===== src/rtl/seg7_pkg.sv =====
// Shared constants and types for the seven-segment display sniffer.
// The hex digits 8..F are only treated as legal when SEG7_HEX_EN is defined.
package seg7_pkg;

  localparam int SEG_W   = 7;
  localparam int IDX_W   = 3;
  localparam int CODE_W  = 4;
  localparam int MAX_DIG = 8;

  // Active-low patterns, bit6 = a ... bit0 = g
  localparam logic [SEG_W-1:0] SEG_BLANK = 7'b1111111;
  localparam logic [SEG_W-1:0] SEG_0     = 7'b0000001;
  localparam logic [SEG_W-1:0] SEG_1     = 7'b1001111;
  localparam logic [SEG_W-1:0] SEG_2     = 7'b0010010;
  localparam logic [SEG_W-1:0] SEG_3     = 7'b0000110;
  localparam logic [SEG_W-1:0] SEG_4     = 7'b1001100;
  localparam logic [SEG_W-1:0] SEG_5     = 7'b0100100;
  localparam logic [SEG_W-1:0] SEG_6     = 7'b0100000;
  localparam logic [SEG_W-1:0] SEG_7     = 7'b0001111;
  localparam logic [SEG_W-1:0] SEG_8     = 7'b0000000;
  localparam logic [SEG_W-1:0] SEG_9     = 7'b0000100;
  localparam logic [SEG_W-1:0] SEG_A     = 7'b0001000;
  localparam logic [SEG_W-1:0] SEG_B     = 7'b1100000;
  localparam logic [SEG_W-1:0] SEG_C     = 7'b0110001;
  localparam logic [SEG_W-1:0] SEG_D     = 7'b1000010;
  localparam logic [SEG_W-1:0] SEG_E     = 7'b0110000;
  localparam logic [SEG_W-1:0] SEG_F     = 7'b0111000;

  typedef enum logic [1:0] {
    ST_IDLE,
    ST_COUNT,
    ST_LOCKED
  } state_t;

  typedef struct packed {
    logic              on;
    logic [CODE_W-1:0] code;
    logic              err;
  } digit_t;

  typedef struct packed {
    logic [IDX_W-1:0] idx;
    digit_t           d;
  } event_t;

  localparam int EV_W = $bits(event_t);

endpackage


===== src/rtl/seg7_sniffer_if.sv =====
// Change-event stream from the sniffer: valid/ready handshake plus the event fields.
interface seg7_sniffer_if;
  import seg7_pkg::*;

  logic              ev_valid;
  logic              ev_ready;
  logic [IDX_W-1:0]  ev_idx;
  logic              ev_on;
  logic [CODE_W-1:0] ev_code;
  logic              ev_err;

  modport master (
    output ev_valid, ev_idx, ev_on, ev_code, ev_err,
    input  ev_ready
  );

  modport slave (
    input  ev_valid, ev_idx, ev_on, ev_code, ev_err,
    output ev_ready
  );

endinterface


===== src/rtl/seg7_evfifo.sv =====
// Small event FIFO; the head reads as zero while empty so idle outputs stay quiet.
module seg7_evfifo #(
  parameter int DEPTH = 4,
  parameter int W     = 9
) (
  input  logic         clk,
  input  logic         rst,
  input  logic         push,
  input  logic [W-1:0] din,
  input  logic         pop,
  output logic [W-1:0] dout,
  output logic         valid,
  output logic         full
);

  localparam int AW = (DEPTH > 1) ? $clog2(DEPTH) : 1;
  localparam logic [AW:0] ONE = {{AW{1'b0}}, 1'b1};

  logic [W-1:0] mem [DEPTH];
  logic [AW:0]  wptr;
  logic [AW:0]  rptr;
  logic         do_push;
  logic         do_pop;

  // Extra pointer MSB distinguishes full from empty when the addresses match
  assign valid   = (wptr != rptr);
  assign full    = (wptr[AW] != rptr[AW]) && (wptr[AW-1:0] == rptr[AW-1:0]);
  assign do_pop  = pop && valid;
  assign do_push = push && (!full || do_pop);
  assign dout    = valid ? mem[rptr[AW-1:0]] : '0;

  always_ff @(posedge clk or posedge rst) begin
    if (rst) begin
      wptr <= '0;
      rptr <= '0;
    end else begin
      if (do_push) wptr <= wptr + ONE;
      if (do_pop)  rptr <= rptr + ONE;
    end
  end

  always_ff @(posedge clk) begin
    if (do_push) mem[wptr[AW-1:0]] <= din;
  end

endmodule


===== src/rtl/seg7_sniffer.sv =====
// Watches a multiplexed 7-segment bus, debounces each digit and reports value changes.
// Define SEG7_HEX_EN to also accept the hex glyphs 8..F as legal digits.
module seg7_sniffer
  import seg7_pkg::*;
#(
  parameter int NDIG       = 8,
  parameter int STABLE_CYC = 4,
  parameter int FIFO_DEPTH = 4
) (
  input  logic            clk,
  input  logic            rst,
  input  logic [6:0]      seg_n,
  input  logic [NDIG-1:0] an_n,
  seg7_sniffer_if.master  ev,
  output logic            ovf
);

  logic [SEG_W+NDIG-1:0] cur;
  logic [SEG_W+NDIG-1:0] prev;
  state_t                state;
  state_t                state_n;
  logic [7:0]            cnt;
  logic [7:0]            cnt_n;
  logic                  sel_valid;
  logic                  same;
  logic                  accept;
  logic                  push;
  logic                  pop;
  logic                  full;
  logic [IDX_W-1:0]      sel_idx;
  digit_t                dec;
  digit_t                shadow [MAX_DIG];
  event_t                ev_in;
  event_t                ev_out;

  assign cur       = {seg_n, an_n};
  assign sel_valid = $onehot(~an_n);
  assign same      = (cur == prev);

  always_comb begin
    sel_idx = '0;
    for (int i = 0; i < NDIG; i++) begin
      if (!an_n[i]) sel_idx = IDX_W'(i);
    end
  end

  always_comb begin
    dec.on   = 1'b1;
    dec.code = '0;
    dec.err  = 1'b0;
    case (seg_n)
      SEG_BLANK: dec.on   = 1'b0;
      SEG_0:     dec.code = 4'd0;
      SEG_1:     dec.code = 4'd1;
      SEG_2:     dec.code = 4'd2;
      SEG_3:     dec.code = 4'd3;
      SEG_4:     dec.code = 4'd4;
      SEG_5:     dec.code = 4'd5;
      SEG_6:     dec.code = 4'd6;
      SEG_7:     dec.code = 4'd7;
`ifdef SEG7_HEX_EN
      SEG_8:     dec.code = 4'd8;
      SEG_9:     dec.code = 4'd9;
      SEG_A:     dec.code = 4'd10;
      SEG_B:     dec.code = 4'd11;
      SEG_C:     dec.code = 4'd12;
      SEG_D:     dec.code = 4'd13;
      SEG_E:     dec.code = 4'd14;
      SEG_F:     dec.code = 4'd15;
`endif
      default:   dec.err  = 1'b1;
    endcase
  end

  always_ff @(posedge clk or posedge rst) begin
    if (rst) begin
      state <= ST_IDLE;
      cnt   <= '0;
      prev  <= '1;
    end else begin
      state <= state_n;
      cnt   <= cnt_n;
      prev  <= cur;
    end
  end

  // A locked digit stays silent until its inputs move; any change restarts the run at 1
  always_comb begin
    state_n = state;
    cnt_n   = cnt;
    if (!sel_valid) begin
      state_n = ST_IDLE;
      cnt_n   = '0;
    end else if (state == ST_LOCKED && same) begin
      state_n = ST_LOCKED;
    end else begin
      cnt_n   = (state == ST_COUNT && same) ? cnt + 8'd1 : 8'd1;
      state_n = (cnt_n == 8'(STABLE_CYC)) ? ST_LOCKED : ST_COUNT;
    end
  end

  always_comb begin
    accept = (state_n == ST_LOCKED) && !(state == ST_LOCKED && same);
    push   = accept && (dec != shadow[sel_idx]);
    pop    = ev.ev_valid && ev.ev_ready;
    ev_in  = {sel_idx, dec};
  end

  // The shadow follows every accepted change even when the FIFO must drop it
  always_ff @(posedge clk or posedge rst) begin
    if (rst) begin
      for (int i = 0; i < MAX_DIG; i++) shadow[i] <= '0;
      ovf <= 1'b0;
    end else begin
      if (push) shadow[sel_idx] <= dec;
      if (push && full && !pop) ovf <= 1'b1;
    end
  end

  seg7_evfifo #(
    .DEPTH (FIFO_DEPTH),
    .W     (EV_W)
  ) u_fifo (
    .clk   (clk),
    .rst   (rst),
    .push  (push),
    .din   (ev_in),
    .pop   (pop),
    .dout  (ev_out),
    .valid (ev.ev_valid),
    .full  (full)
  );

  assign ev.ev_idx  = ev_out.idx;
  assign ev.ev_on   = ev_out.d.on;
  assign ev.ev_code = ev_out.d.code;
  assign ev.ev_err  = ev_out.d.err;

endmodule


===== src/flat_wrapper.sv =====
// flat-port wrapper written by rule: the top's interface ports become plain ports
module seg7_sniffer_flat import seg7_pkg::*;
#(
  parameter int NDIG       = 8,
  parameter int STABLE_CYC = 4,
  parameter int FIFO_DEPTH = 4
)
  (clk, rst, seg_n, an_n, ovf, ev_ev_valid, ev_ev_idx, ev_ev_on, ev_ev_code, ev_ev_err, ev_ev_ready);
  seg7_sniffer_if ev_i ();
  input  logic clk;
  input  logic rst;
  input  logic [6:0] seg_n;
  input  logic [NDIG-1:0] an_n;
  output logic ovf;
  output wire logic [$bits(ev_i.ev_valid)-1:0] ev_ev_valid;
  output wire logic [$bits(ev_i.ev_idx)-1:0] ev_ev_idx;
  output wire logic [$bits(ev_i.ev_on)-1:0] ev_ev_on;
  output wire logic [$bits(ev_i.ev_code)-1:0] ev_ev_code;
  output wire logic [$bits(ev_i.ev_err)-1:0] ev_ev_err;
  input wire logic [$bits(ev_i.ev_ready)-1:0] ev_ev_ready;
  assign ev_ev_valid = ev_i.ev_valid;
  assign ev_ev_idx = ev_i.ev_idx;
  assign ev_ev_on = ev_i.ev_on;
  assign ev_ev_code = ev_i.ev_code;
  assign ev_ev_err = ev_i.ev_err;
  assign ev_i.ev_ready = ev_ev_ready;
  seg7_sniffer #(.NDIG(NDIG), .STABLE_CYC(STABLE_CYC), .FIFO_DEPTH(FIFO_DEPTH)) u_core (.clk(clk), .rst(rst), .seg_n(seg_n), .an_n(an_n), .ev(ev_i), .ovf(ovf));
endmodule

===== config.mk =====
export PLATFORM = sky130hd
export DESIGN_NAME = seg7_sniffer_flat
export DESIGN_NICKNAME = d
export VERILOG_FILES = /design/src/rtl/seg7_pkg.sv /design/src/rtl/seg7_sniffer_if.sv /design/src/rtl/seg7_evfifo.sv /design/src/rtl/seg7_sniffer.sv /design/src/flat_wrapper.sv
export SDC_FILE = /design/constraint.sdc
export NUM_CORES = 1
export LEC_CHECK = 0
export CELL_PAD_IN_SITES_DETAIL_PLACEMENT = 1
export CELL_PAD_IN_SITES_GLOBAL_PLACEMENT = 1
export CORE_MARGIN = 2
export CORE_UTILIZATION = 45
export DETAILED_ROUTE_END_ITERATION = 12
export GPL_TIMING_DRIVEN = 0
export PLACE_DENSITY_LB_ADDON = 0.08
export SETUP_SLACK_MARGIN = 0.5
export SYNTH_ARGS = -nofsm -noshare
export SYNTH_HDL_FRONTEND = slang
export SYNTH_SLANG_ARGS = --single-unit

===== constraint.sdc =====
create_clock -name clk -period 6.35 [get_ports clk]
set_input_delay 0.635 -clock clk [delete_from_list [all_inputs] [get_ports clk]]
set_output_delay 0.635 -clock clk [all_outputs]
set_load 0.05 [all_outputs]

==> out/qor.csv <==
metric;value;unit
outcome;finished, final reports clean;
Reg2Reg Depth;9;
Clk pin slew, worst setup/hold paths;70;ps
Overflow after GRT;0;
initial DRC count;123;
ys flop type;dfrtp_1;
crit path launch type;primary input;
drc violations;0;
simple-gate area share of the yosys netlist;13.3;%
critical path's slowest cell;a31oi_1;
I/O Buffers;27;
hold path depth;1;
count leader, synth;dfrtp_1;
CP delay by family, top;adder cells;
first-pass GRT wire length;20.9;mm
drt total wl;12.6;mm
initial core utilization;46.7;%
synth cell count leaders;dfrtp_1, mux2_2, edfxtp_1;
largest net degree at the start of global routing;56;
clk_lat worst skew;360;ps
GP Congestion;0.891;
synthesized flop and latch total;104;
ANT nets after route;0;
Ant. Diodes;0;
I/O pin cnt;29;
post-synthesis sequential area ratio;51.8;%
Total GRT Usage;21.2;%
EDFF count, synth;32;
via/cell ratio;5.79;
largest family of logic cells by synthesized area;simple AND/OR/NAND/NOR gates;
post-CTS setup buffer count;0;
Resized Gates After CTS;0;
maximum clock path buffer count;2;
Chip Width;113;µm
Critical Path AT;5490;ps
final setup fails;0;
Die ar.;0.0128;mm²
worst hold slack;488;ps
Mapped Cells;455;
Worst Tran Pin Value;1150;ps
synth unique cells;58;
vias in the first global route;3941;
worst hold-check path type;register to register;
final hold vios;0;
H-Tree Depth;3;
DP HPWL;9.03;mm
Leak;2.53;nW
Mapped Nets;491;
via count;3718;
Worst EP required;6320;ps
Setup TNS;0;ps
Fillers;1232;
cts hold-fix bufs;0;
Netlist Area Pre-Place;0.00537;mm²
Yosys top cell by area;dfrtp_1;
Synth Area in Adders;4.75;%
Max VDD drop;0.000146;V
max_slew headroom;22.8;%
worst-path cell chain;clkdlybuf4s50_1 > buf_2 > inv_1 > ha_1 > fa_1 > inv_1 > fa_1 > inv_1 > ha_1 > fa_1 > or4b_2 > buf_1 > nor3b_1 > nand3_1 > a31oi_1;
drt wl/cell;19.6;µm
WS Path Type;primary input to register;
Finished Cell Area;0.00614;mm²
f_max;181;MHz
CP Depth;15;
CTS sink count;104;
synth warn;0;
share of cells above drive strength 1;18.8;%
largest fanout on the critical path;9;
area of the multi-input gates;0.00239;mm²
die height;113;µm
Area growth, synth to finish;14.3;%
nets@finish;530;
max-cap violation count;0;
top cells by area, synth;dfrtp_1, edfxtp_1, mux2_2;
Placed Area;0.00585;mm²
unrepaired setup endpoints after global routing;false;
initial antenna violation count;0;
drt pass-1 iters;4;
XOR/XNOR share of the synthesized area;4.56;%
Slew Limit Fails;0;
CP Capture Type;register;
Syn Area/Cell;11.8;µm²
minimum clock period;5520;ps
P per Cell Area;271;mW/mm²
final period utilization;86.9;%
register area;0.00278;mm²
clk root buf;clkbuf_16;
Rows;39;
Synth top area share;26.5;%
crit-path max cell delay;870;ps
Post-synth ARST share;69.2;%
Final Skew;7.97;ps
CTS tree;yes;
Core ar.;0.0115;mm²
mux contribution to synthesized area;12.3;%
CTS buffer count;9;
post-synthesis compound-gate area fraction;9.38;%
Buf/Inv on CP;6;
## cell usage in the layout (no fill, tap or decap), types with 7 or more instances in the layout
cell and count:
dfrtp_1 57, mux2_2 41, edfxtp_1 32, clkdlybuf4s50_1 27
inv_1 26, xnor2_1 26, clkbuf_1 18, nand2_1 16
nor2_1 16, a31oi_1 15, dfstp_2 15, ha_1 14
nor2b_1 13, a21oi_1 13, nand3_1 12, o21ai_0 12
nand4_1 11, nor3_1 10, clkbuf_16 9, mux4_2 8
nor3b_1 7
## worst reg2reg max path, stage by stage (launching register included)
cell	delay (ps)
dfrtp_1	420
and3_1	220
and3_1	220
or3_1	320
a21oi_1	170
o2111a_1	280
clkbuf_1	410
nand3_1	150
a31oi_1	420
and2_1	480
## layout make-up
type | instances | share of cell area [%]
flip-flops and latches | 104 | 45.3
multi-input cells | 298 | 38.9
repair buffers | 28 | 4.85
clock buffers | 9 | 3.67
well taps | 143 | 2.91
inverters | 29 | 1.81
plain buffers | 24 | 1.61
clock inverters | 7 | 0.937
## through the flow
step	worst slack [ps]	utilization [%]	cells	total power, mW
finish	833	53.3	642	1.67
global route	547	53.3	642	1.75
CTS	782	53.3	642	1.69
detailed placement	428	50.8	626	1.15
global placement	453	50.6	625	1.13
floorplan	1580	-	455	1.02
## worst paths after layout
check / startpoint / to / slack, ps
worst max register to register: u_core.cnt[1] / u_core.u_fifo.mem[0][2] / 2900
worst min register to register: u_core.u_fifo.wptr[2] / u_core.u_fifo.wptr[2] / 490
min in group asynchronous: rst / u_core.shadow[2] / 590
worst min-delay path: u_core.u_fifo.wptr[2] / u_core.u_fifo.wptr[2] / 490
max in group asynchronous: rst / u_core.shadow[15] / 5220
worst max-delay path: an_n[5] / u_core.u_fifo.mem[3][0] / 830
## sequential cells by signal, indices dropped and copies added (netlist names)
name	count
u_core.cnt	8
u_core.ovf	1
u_core.prev	15
u_core.shadow	40
u_core.state	2
u_core.u_fifo.mem	32
u_core.u_fifo.rptr	3
u_core.u_fifo.wptr	3
## layer usage
layer | global-route usage [%] | vias up | share of wire [%]
li1 | - | 1736 | -
met1 | 28.4 | 1898 | 46
met2 | 35.0 | 69 | 49
met3 | 3.96 | 15 | 3.2
met4 | 7.07 | 0 | 1.9
met5 | 0 | - | 0
## where the power goes
group / total (mW) / internal [mW] / switching (mW)
clock network: 0.539 / 0.273 / 0.265
logic: 0.400 / 0.153 / 0.247
registers: 0.727 / 0.713 / 0.0137
## cell families (layout without fill, tap and decap cells)
logic type | after synthesis | count (layout)
simple gates | 125 | 125
flops | 104 | 104
compound gates | 75 | 75
buf+inv | 53 | 97
mux | 51 | 51
xor+xnor | 28 | 28
fa+ha+maj | 18 | 18
other cells | 1 | 1
Note: power is estimated with default switching activity, not from simulation.
